### src/rtl/traffic_phase_scheduler.sv
// Demand-actuated phase scheduler for a two-approach intersection.
// Sequences green/yellow/all-red for approaches A and B, extends green while
// own traffic is present (up to GMAX), rests in green without conflicting
// demand, and times a walk indication at the start of a green when a
// pedestrian has asked for it.
module traffic_phase_scheduler #(
  parameter int CW   = 4,
  parameter int GMIN = 5,
  parameter int GMAX = 15,
  parameter int YEL  = 3,
  parameter int AR   = 2,
  parameter int WALK = 4
) (
  input  logic       clk,
  input  logic       reset,
  input  logic       car_a,
  input  logic       car_b,
  input  logic       ped_a,
  input  logic       ped_b,
  output logic [2:0] LightA,
  output logic [2:0] LightB,
  output logic       walk_a,
  output logic       walk_b,
  output logic [2:0] phase
);

  localparam logic [2:0] A_GRN = 3'd0;
  localparam logic [2:0] A_YEL = 3'd1;
  localparam logic [2:0] AR_AB = 3'd2;
  localparam logic [2:0] B_GRN = 3'd3;
  localparam logic [2:0] B_YEL = 3'd4;
  localparam logic [2:0] AR_BA = 3'd5;

  localparam logic [2:0] LAMP_G = 3'b001;
  localparam logic [2:0] LAMP_Y = 3'b010;
  localparam logic [2:0] LAMP_R = 3'b100;

  localparam logic [CW-1:0] CNT_ONE = CW'(1);
  localparam logic [CW-1:0] GMIN_C  = CW'(GMIN);
  localparam logic [CW-1:0] GMAX_C  = CW'(GMAX);
  localparam logic [CW-1:0] YEL_C   = CW'(YEL);
  localparam logic [CW-1:0] AR_C    = CW'(AR);
  localparam logic [CW-1:0] WALK_C  = CW'(WALK);

  logic [2:0]    state;
  logic [2:0]    nxt;
  logic [CW-1:0] cnt;
  logic [CW-1:0] wt_a;
  logic [CW-1:0] wt_b;
  logic          dem_a;
  logic          dem_b;
  logic          ped_pend_a;
  logic          ped_pend_b;
  logic          opp_a;
  logic          opp_b;
  logic          exit_a;
  logic          exit_b;
  logic          enter_a;
  logic          enter_b;
  logic          in_green;

  // Opposing demand includes the live inputs so a request acts in the same cycle
  assign opp_b = dem_b | car_b | ped_b;
  assign opp_a = dem_a | car_a | ped_a;

  // Green ends only after the minimum, with someone waiting, and once own
  // traffic has cleared or the maximum has been reached
  assign exit_a = (cnt >= GMIN_C) && opp_b && (!car_a || (cnt >= GMAX_C));
  assign exit_b = (cnt >= GMIN_C) && opp_a && (!car_b || (cnt >= GMAX_C));

  assign enter_a  = (nxt == A_GRN) && (state != A_GRN);
  assign enter_b  = (nxt == B_GRN) && (state != B_GRN);
  assign in_green = (state == A_GRN) || (state == B_GRN);

  // Next-state decision for the six-phase cycle
  always_comb begin
    nxt = state;
    case (state)
      A_GRN:   if (exit_a)        nxt = A_YEL;
      A_YEL:   if (cnt == YEL_C)  nxt = AR_AB;
      AR_AB:   if (cnt == AR_C)   nxt = B_GRN;
      B_GRN:   if (exit_b)        nxt = B_YEL;
      B_YEL:   if (cnt == YEL_C)  nxt = AR_BA;
      AR_BA:   if (cnt == AR_C)   nxt = A_GRN;
      default:                    nxt = A_GRN;
    endcase
  end

  // State register and in-phase counter; counter restarts at 1 on every
  // state change and parks at GMAX while resting in green
  always_ff @(posedge clk or negedge reset) begin
    if (!reset) begin
      state <= A_GRN;
      cnt   <= CNT_ONE;
    end else begin
      state <= nxt;
      if (nxt != state)
        cnt <= CNT_ONE;
      else if (in_green && (cnt >= GMAX_C))
        cnt <= cnt;
      else
        cnt <= cnt + CNT_ONE;
    end
  end

  // Demand and pedestrian latches; entering a green clears that approach's
  // pending walk even if a new press arrives on the same edge
  always_ff @(posedge clk or negedge reset) begin
    if (!reset) begin
      dem_a      <= 1'b0;
      dem_b      <= 1'b0;
      ped_pend_a <= 1'b0;
      ped_pend_b <= 1'b0;
    end else begin
      dem_a      <= (state == A_GRN) ? 1'b0 : (dem_a | car_a | ped_a);
      dem_b      <= (state == B_GRN) ? 1'b0 : (dem_b | car_b | ped_b);
      ped_pend_a <= enter_a ? 1'b0 : (ped_pend_a | ped_a);
      ped_pend_b <= enter_b ? 1'b0 : (ped_pend_b | ped_b);
    end
  end

  // Walk timer for A: armed on the green entry edge, counts down WALK cycles
  always_ff @(posedge clk or negedge reset) begin
    if (!reset) begin
      walk_a <= 1'b0;
      wt_a   <= '0;
    end else if (enter_a) begin
      walk_a <= ped_pend_a | ped_a;
      wt_a   <= (ped_pend_a | ped_a) ? WALK_C : '0;
    end else if (nxt != A_GRN) begin
      walk_a <= 1'b0;
      wt_a   <= '0;
    end else if (wt_a != '0) begin
      wt_a   <= wt_a - CNT_ONE;
      walk_a <= (wt_a > CNT_ONE);
    end
  end

  // Walk timer for B, mirror of A
  always_ff @(posedge clk or negedge reset) begin
    if (!reset) begin
      walk_b <= 1'b0;
      wt_b   <= '0;
    end else if (enter_b) begin
      walk_b <= ped_pend_b | ped_b;
      wt_b   <= (ped_pend_b | ped_b) ? WALK_C : '0;
    end else if (nxt != B_GRN) begin
      walk_b <= 1'b0;
      wt_b   <= '0;
    end else if (wt_b != '0) begin
      wt_b   <= wt_b - CNT_ONE;
      walk_b <= (wt_b > CNT_ONE);
    end
  end

  // Moore lamp decode from the registered state
  always_comb begin
    LightA = LAMP_R;
    LightB = LAMP_R;
    case (state)
      A_GRN:   LightA = LAMP_G;
      A_YEL:   LightA = LAMP_Y;
      B_GRN:   LightB = LAMP_G;
      B_YEL:   LightB = LAMP_Y;
      default: ;
    endcase
  end

  assign phase = state;

endmodule

### config.mk
export PLATFORM = sky130hd
export DESIGN_NAME = traffic_phase_scheduler
export DESIGN_NICKNAME = d
export VERILOG_FILES = /design/src/rtl/traffic_phase_scheduler.sv
export SDC_FILE = /design/constraint.sdc
export NUM_CORES = 1
export LEC_CHECK = 0
export BUFFER_PORTS_ARGS = -buffer_cell sky130_fd_sc_hd__buf_2
export CELL_PAD_IN_SITES_DETAIL_PLACEMENT = 0
export CELL_PAD_IN_SITES_GLOBAL_PLACEMENT = 1
export CORE_MARGIN = 2
export CORE_UTILIZATION = 43
export DETAILED_ROUTE_END_ITERATION = 10
export MAX_ROUTING_LAYER = met4
export PLACE_DENSITY_LB_ADDON = 0.1
export RECOVER_POWER = 25
export SLEW_MARGIN = 10
export SYNTH_ARGS = -nofsm -noshare
export SYNTH_HDL_FRONTEND = slang
export SYNTH_SLANG_ARGS = --single-unit
### constraint.sdc
create_clock -name clk -period 2.15 [get_ports clk]
set_clock_uncertainty 0.1 [all_clocks]
set_input_delay 0.1075 -clock clk [delete_from_list [all_inputs] [get_ports clk]]
set_output_delay 0.1075 -clock clk [all_outputs]
set_load 0.01 [all_outputs]
# == Yosys cells after proc, flatten, opt, wreduce, memory -nomap -nowiden ==
# Cells that the tools add are included.
# word_totals
regBits,21
output_inout_bits,11
# op_classes
add_sub_neg,3
n_lt_le_gt_ge,4
n_eq_ne,12
muxes,29
n_bitwise,6
n_reduce_logical,20
# op_table
op,n
two-way mux 4 bit,8
two-way mux 3 bit,8
case mux 3 bit (6 select lines),1
case mux 3 bit (2 select lines),2
nonzero test 3 bit,4
two-way mux 1 bit,10
"== test 3 x 2 -> 1 bit, second input constant",3
"== test 4 x 2 -> 1 bit, second input constant",2
"greater-than comparator 4 x 1 -> 1 bit, second input constant",2
nonzero test 4 bit,2
"subtractor 4 x 1 -> 4 bit, second input constant",2
logical AND 1 bit,7
"== test 3 bit, second input constant",2
zero test 3 bit,2
"inequality test 3 x 2 -> 1 bit, second input constant",2
bitwise OR 1 bit,6
"adder 4 x 1 -> 4 bit, second input constant",1
"greater-or-equal comparator 4 x 3 -> 1 bit, second input constant",1
"greater-or-equal comparator 4 bit, second input constant",1
"== test 3 x 1 -> 1 bit, second input constant",1
logical OR 1 bit,3
inequality test 3 bit,1
zero test 1 bit,2
"inequality test 2 bit, second input constant",1

# == Depth between registers and ports, before layout ==
# logic_depth
depth_word,9
mapped_depth,7
depth_no_buf,7

# == Worst setup path after synthesis ==
# Ideal clock, no wire load.
# synth_path
kind,register -> register
startpoint,register cnt[0]
endpoint,register wt_a[0]
setup_ps,120
arrival_time_ps,1777
required_time_ps,1930
setup_slack_ps,153
stages_incl_launch_ff,8
cell_sequence,dfstp_2 > inv_1 > ha_1 > or3b_1 > or3_4 > o311a_4 > and3_1 > and3_1
# synth_between
elab_chain_cells,8
# synth_rtl
item,line,text
from (decl),47,logic [CW-1:0] cnt;
from (signal assigned),100,cnt <= cnt;
from (signal assigned),102,cnt <= cnt + CNT_ONE;
greater-or-equal comparator 4 x 3 -> 1 bit / greater-or-equal comparator 4 bit (equally long branches),"68, 69",
logical AND 1 bit (tied with other cells),69,assign exit_b = (cnt >= GMIN_C) && opp_a && (!car_b || (cnt >= GMAX_C));
logical AND 1 bit (on tied branches),"69, 68",
two-way mux 3 bit (on tied branches),"82, 79",
case mux 3 bit (6 select lines) (*),78,case (state)
nonzero test 3 bit / zero test 3 bit (equally long branches),"130, 71",
two-way mux 4 bit / logical AND 1 bit (equally long branches),"130, 71",
two-way mux 4 bit / nonzero test 3 bit (equally long branches),-,
to (signal assigned),129,wt_a <= (ped_pend_a | ped_a) ? WALK_C : '0;
to (signal assigned),134,wt_a <= wt_a - CNT_ONE;
to (decl),48,logic [CW-1:0] wt_a;
# Every way passes the cells marked *; elsewhere a longest branch is shown, timed or not.
# A chain may end at the register's enable or synchronous reset.

# == Worst setup path in the final report ==
# layout_path
startpoint,register cnt[0]
endpoint,register cnt[0]
# layout_between
elab_chain_cells,7
# layout_rtl
item,line,text
greater-or-equal comparator 4 x 3 -> 1 bit / greater-or-equal comparator 4 bit (equally long branches),"68, 69, 99",
logical AND 1 bit (tied with other cells),69,
logical AND 1 bit (on tied branches),"69, 68",
two-way mux 3 bit (on tied branches),"82, 79",
case mux 3 bit (6 select lines),78,
inequality test 3 bit,97,if (nxt != state)
inequality test 2 bit (no line) / two-way mux 4 bit (equally long branches),-,
# Several ways; a longest one is shown, not always the timed one. The select of a mux whose other input is x is not followed.

==> impl_metrics.toml <==
[clocking]
cts_root_buffer = "clkbuf_4"
clockBufferDepth = 2
cts_buffers = 3
clock_latency_ns = 0.30
clock-sinks = 21
cts.clk_slew.worst_paths_ns = 0.12
cts_tree = "done"
cts_max_level = 1

[critical_path]
cp.required_ns = 2.30
rrSetupSlack_ns = 0.07
cp-end-kind = "flop"
crit_type = "flop to flop"
cp-start-kind = "flop"
arrival_ns = 2.23
worstPathMaxFanout = 5

[cells_and_area]
layout.nets = 183
multiInputGateArea_um2 = 782
fill_cells = 283
areaGrowthSynthToFinish_pct = 21.4
antenna_cells = 0
layout-drive-gt1-share_pct = 24.7
final_common_cell = "dfrtp_1"
layout_common_cells = "19 x dfrtp_1, 17 x nor2_1, 15 x buf_2"
ff_latch_area_um2 = 528

[timing]
hold_violations = 0
period_minus_slack_ns = 2.08
maxSlewViolCount = 0
fmax_mhz = 481
finalSetupTns_ns = 0
setup_violations = 0
finalCritPeriodShare_pct = 96.7
rsz0062_at_grt = "no"
tightestPinTransition_ns = 1.13
slew_headroom_pct = 24.6

[synth]
synth-seq-cells = 21
yosys.area_share.simple_pct = 24.3
synth_fp_nets = 155
yosys_warnings = 0
synthXorXnorAreaFrac_pct = 4.02
synthAdderAreaFrac_pct = 9.58
synthesis.instances = 139
synth.distinct_cells = 38
synth_top_cell_by_area = "dfrtp_1"
netlist.area_leader.share_pct = 38.3
synth_area_um2 = 1310
synth_top_family_by_area = "simple AND/OR/NAND/NOR gates"
synth_compound_area_share_pct = 16.2
synthMuxAreaShare_pct = 1.53
synth_area_per_cell_um2 = 9.40
yosys-top-cells-area = "dfrtp_1 38%, ha_1 9.6%, nor2_1 4.9%"
yosysSeqAreaShare_pct = 40.3

[floorplan]
die_h_um = 59.1
die_area_um2 = 3490
core_um2 = 2830
rows = 19
pin_count = 17
initial_core_util_pct = 46.2
fp.dieW_um = 59.1

[placement]
dpl.hpwl_mm = 1.99
portBuffers = 16
place.gp.congestion = 0.797

[power_and_ir_drop]
finalPower_w = 0.00210
pwr_density_cell_nw_per_um2 = 1330
p_leak_nw = 0.729
irDropWorstVdd_uv = 561

[grt]
grt_pass1_vias = 1061
grt-ovfl-total = 0
grt_pass1_wl_mm = 4.62
grt_max_degree = 22
track_usage_pct = 17.9
antenna_found_initial = 0

[detailed_routing]
drcViolationCount = 0
dr_total_vias = 1087
drtIter0Drc = 47
wirelength_mm = 2.70
dr.pass1.iters = 4
wl_per_cell_um = 13.7
vias_per_cell = 5.52
postRouteAntennaNets = 0

[status]
status = "finished, final reports clean"

[flow_run]
cap_violations = 0

[hold_path]
hp-class = "primary input to flop"
## cell usage after synthesis, drive strengths merged
cell,n
o32a,1
a31oi,4
xnor2,4
nand2,4
xor2,2
a32oi,1
nand2b,6
buf,3
and3,4
dfstp,1
and2,2
dfrtp,20
and4,1
nor2,17
o22a,1
mux2i,2
nand3,3
nand3b,1
o21ai,6
a21boi,1
nand4,2
nor3,8
ha,10
o21a,2
a21oi,8
inv,9
a21o,4
nor2b,1
or2,1
or3,4
a211oi,1
clkbuf,1
or3b,3
o311a,1
## path summary, 6_finish.rpt
check	start	endpoint	depth (start not counted)
min in group asynchronous	reset	wt_b[3]	2
setup reg to reg	cnt[0]	cnt[0]	7
max in group asynchronous	reset	cnt[1]	2
setup / recovery	cnt[0]	cnt[0]	7
hold / removal	car_a	cnt[0]	5
hold reg to reg	ped_pend_b	ped_pend_b	1
## timing repair
item	CTS	global route
endpoints found under the setup margin	1	10
pin swaps	0	1
resized for setup	1	12
endpoints found under the hold margin	24	0
hold buffers	6	0
buffers inserted	0	1
## sequential cells by signal, indices dropped and copies added, names as in the netlist
register / count
cnt: 4
wt_a: 4
wt_b: 4
phase: 3
dem_a: 1
dem_b: 1
ped_pend_a: 1
ped_pend_b: 1
walk_a: 1
walk_b: 1
## kinds of logic (layout without fill, tap and decap cells)
logic type      Yosys count  in the layout
fa+ha+maj                10             10
simple gates             57             57
buf+inv                  13             40
compound gates           30             30
flops                    21             21
mux                       2              2
xor+xnor                  6              6
## report_power, final
| part | switching (W) | leakage (nW) | internal, W |
|---|---|---|---|
| registers | 0.000173 | 0.260 | 0.000543 |
| logic | 0.000628 | 0.453 | 0.000567 |
| clock network | 0.000119 | 0.0150 | 0.0000723 |
## area by class of cell
cell class / instances / share of cell area [%]
Multi-Input combinational cell: 105 / 49.3
Sequential cell: 21 / 33.3
Timing Repair Buffer: 27 / 11.1
Clock buffer: 4 / 1.66
Inverter: 9 / 2.13
Tap cell: 31 / 2.45
## per-layer routing
layer | global-route usage [%] | vias up | share of wire (%)
met5 | - | - | 0
met4 | 6.49 | 0 | 1.9
met3 | 2.18 | 6 | 2.6
met2 | 27.5 | 17 | 49
met1 | 24.5 | 523 | 46
li1 | - | 541 | -
## critical path: stages (launching register included)
cell and delay (ns):
dfstp_2 0.43, inv_2 0.09, ha_4 0.13, or3b_4 0.37
or3_4 0.34, o311a_4 0.16, a21o_1 0.22, a21o_1 0.19
## per-stage QoR
| stage | cell area (µm²) | utilization (%) | std cells | setup WS, ns | hold WS [ns] |
|---|---|---|---|---|---|
| 2_1_floorplan | 1310 | - | 139 | 0.153 | -0.288 |
| 3_3_place_gp | 1440 | 50.8 | 186 | 0.0260 | -0.00581 |
| 3_5_place_dp | 1440 | 50.8 | 186 | 0.0175 | -0.00158 |
| 4_1_cts | 1530 | 54.0 | 196 | 0.0282 | 0.199 |
| 5_1_grt | 1590 | 56.0 | 197 | 0.00251 | 0.406 |
| 6_report | 1590 | 56.0 | 197 | 0.0707 | 0.389 |
Note: power is estimated with default switching activity, not from simulation.
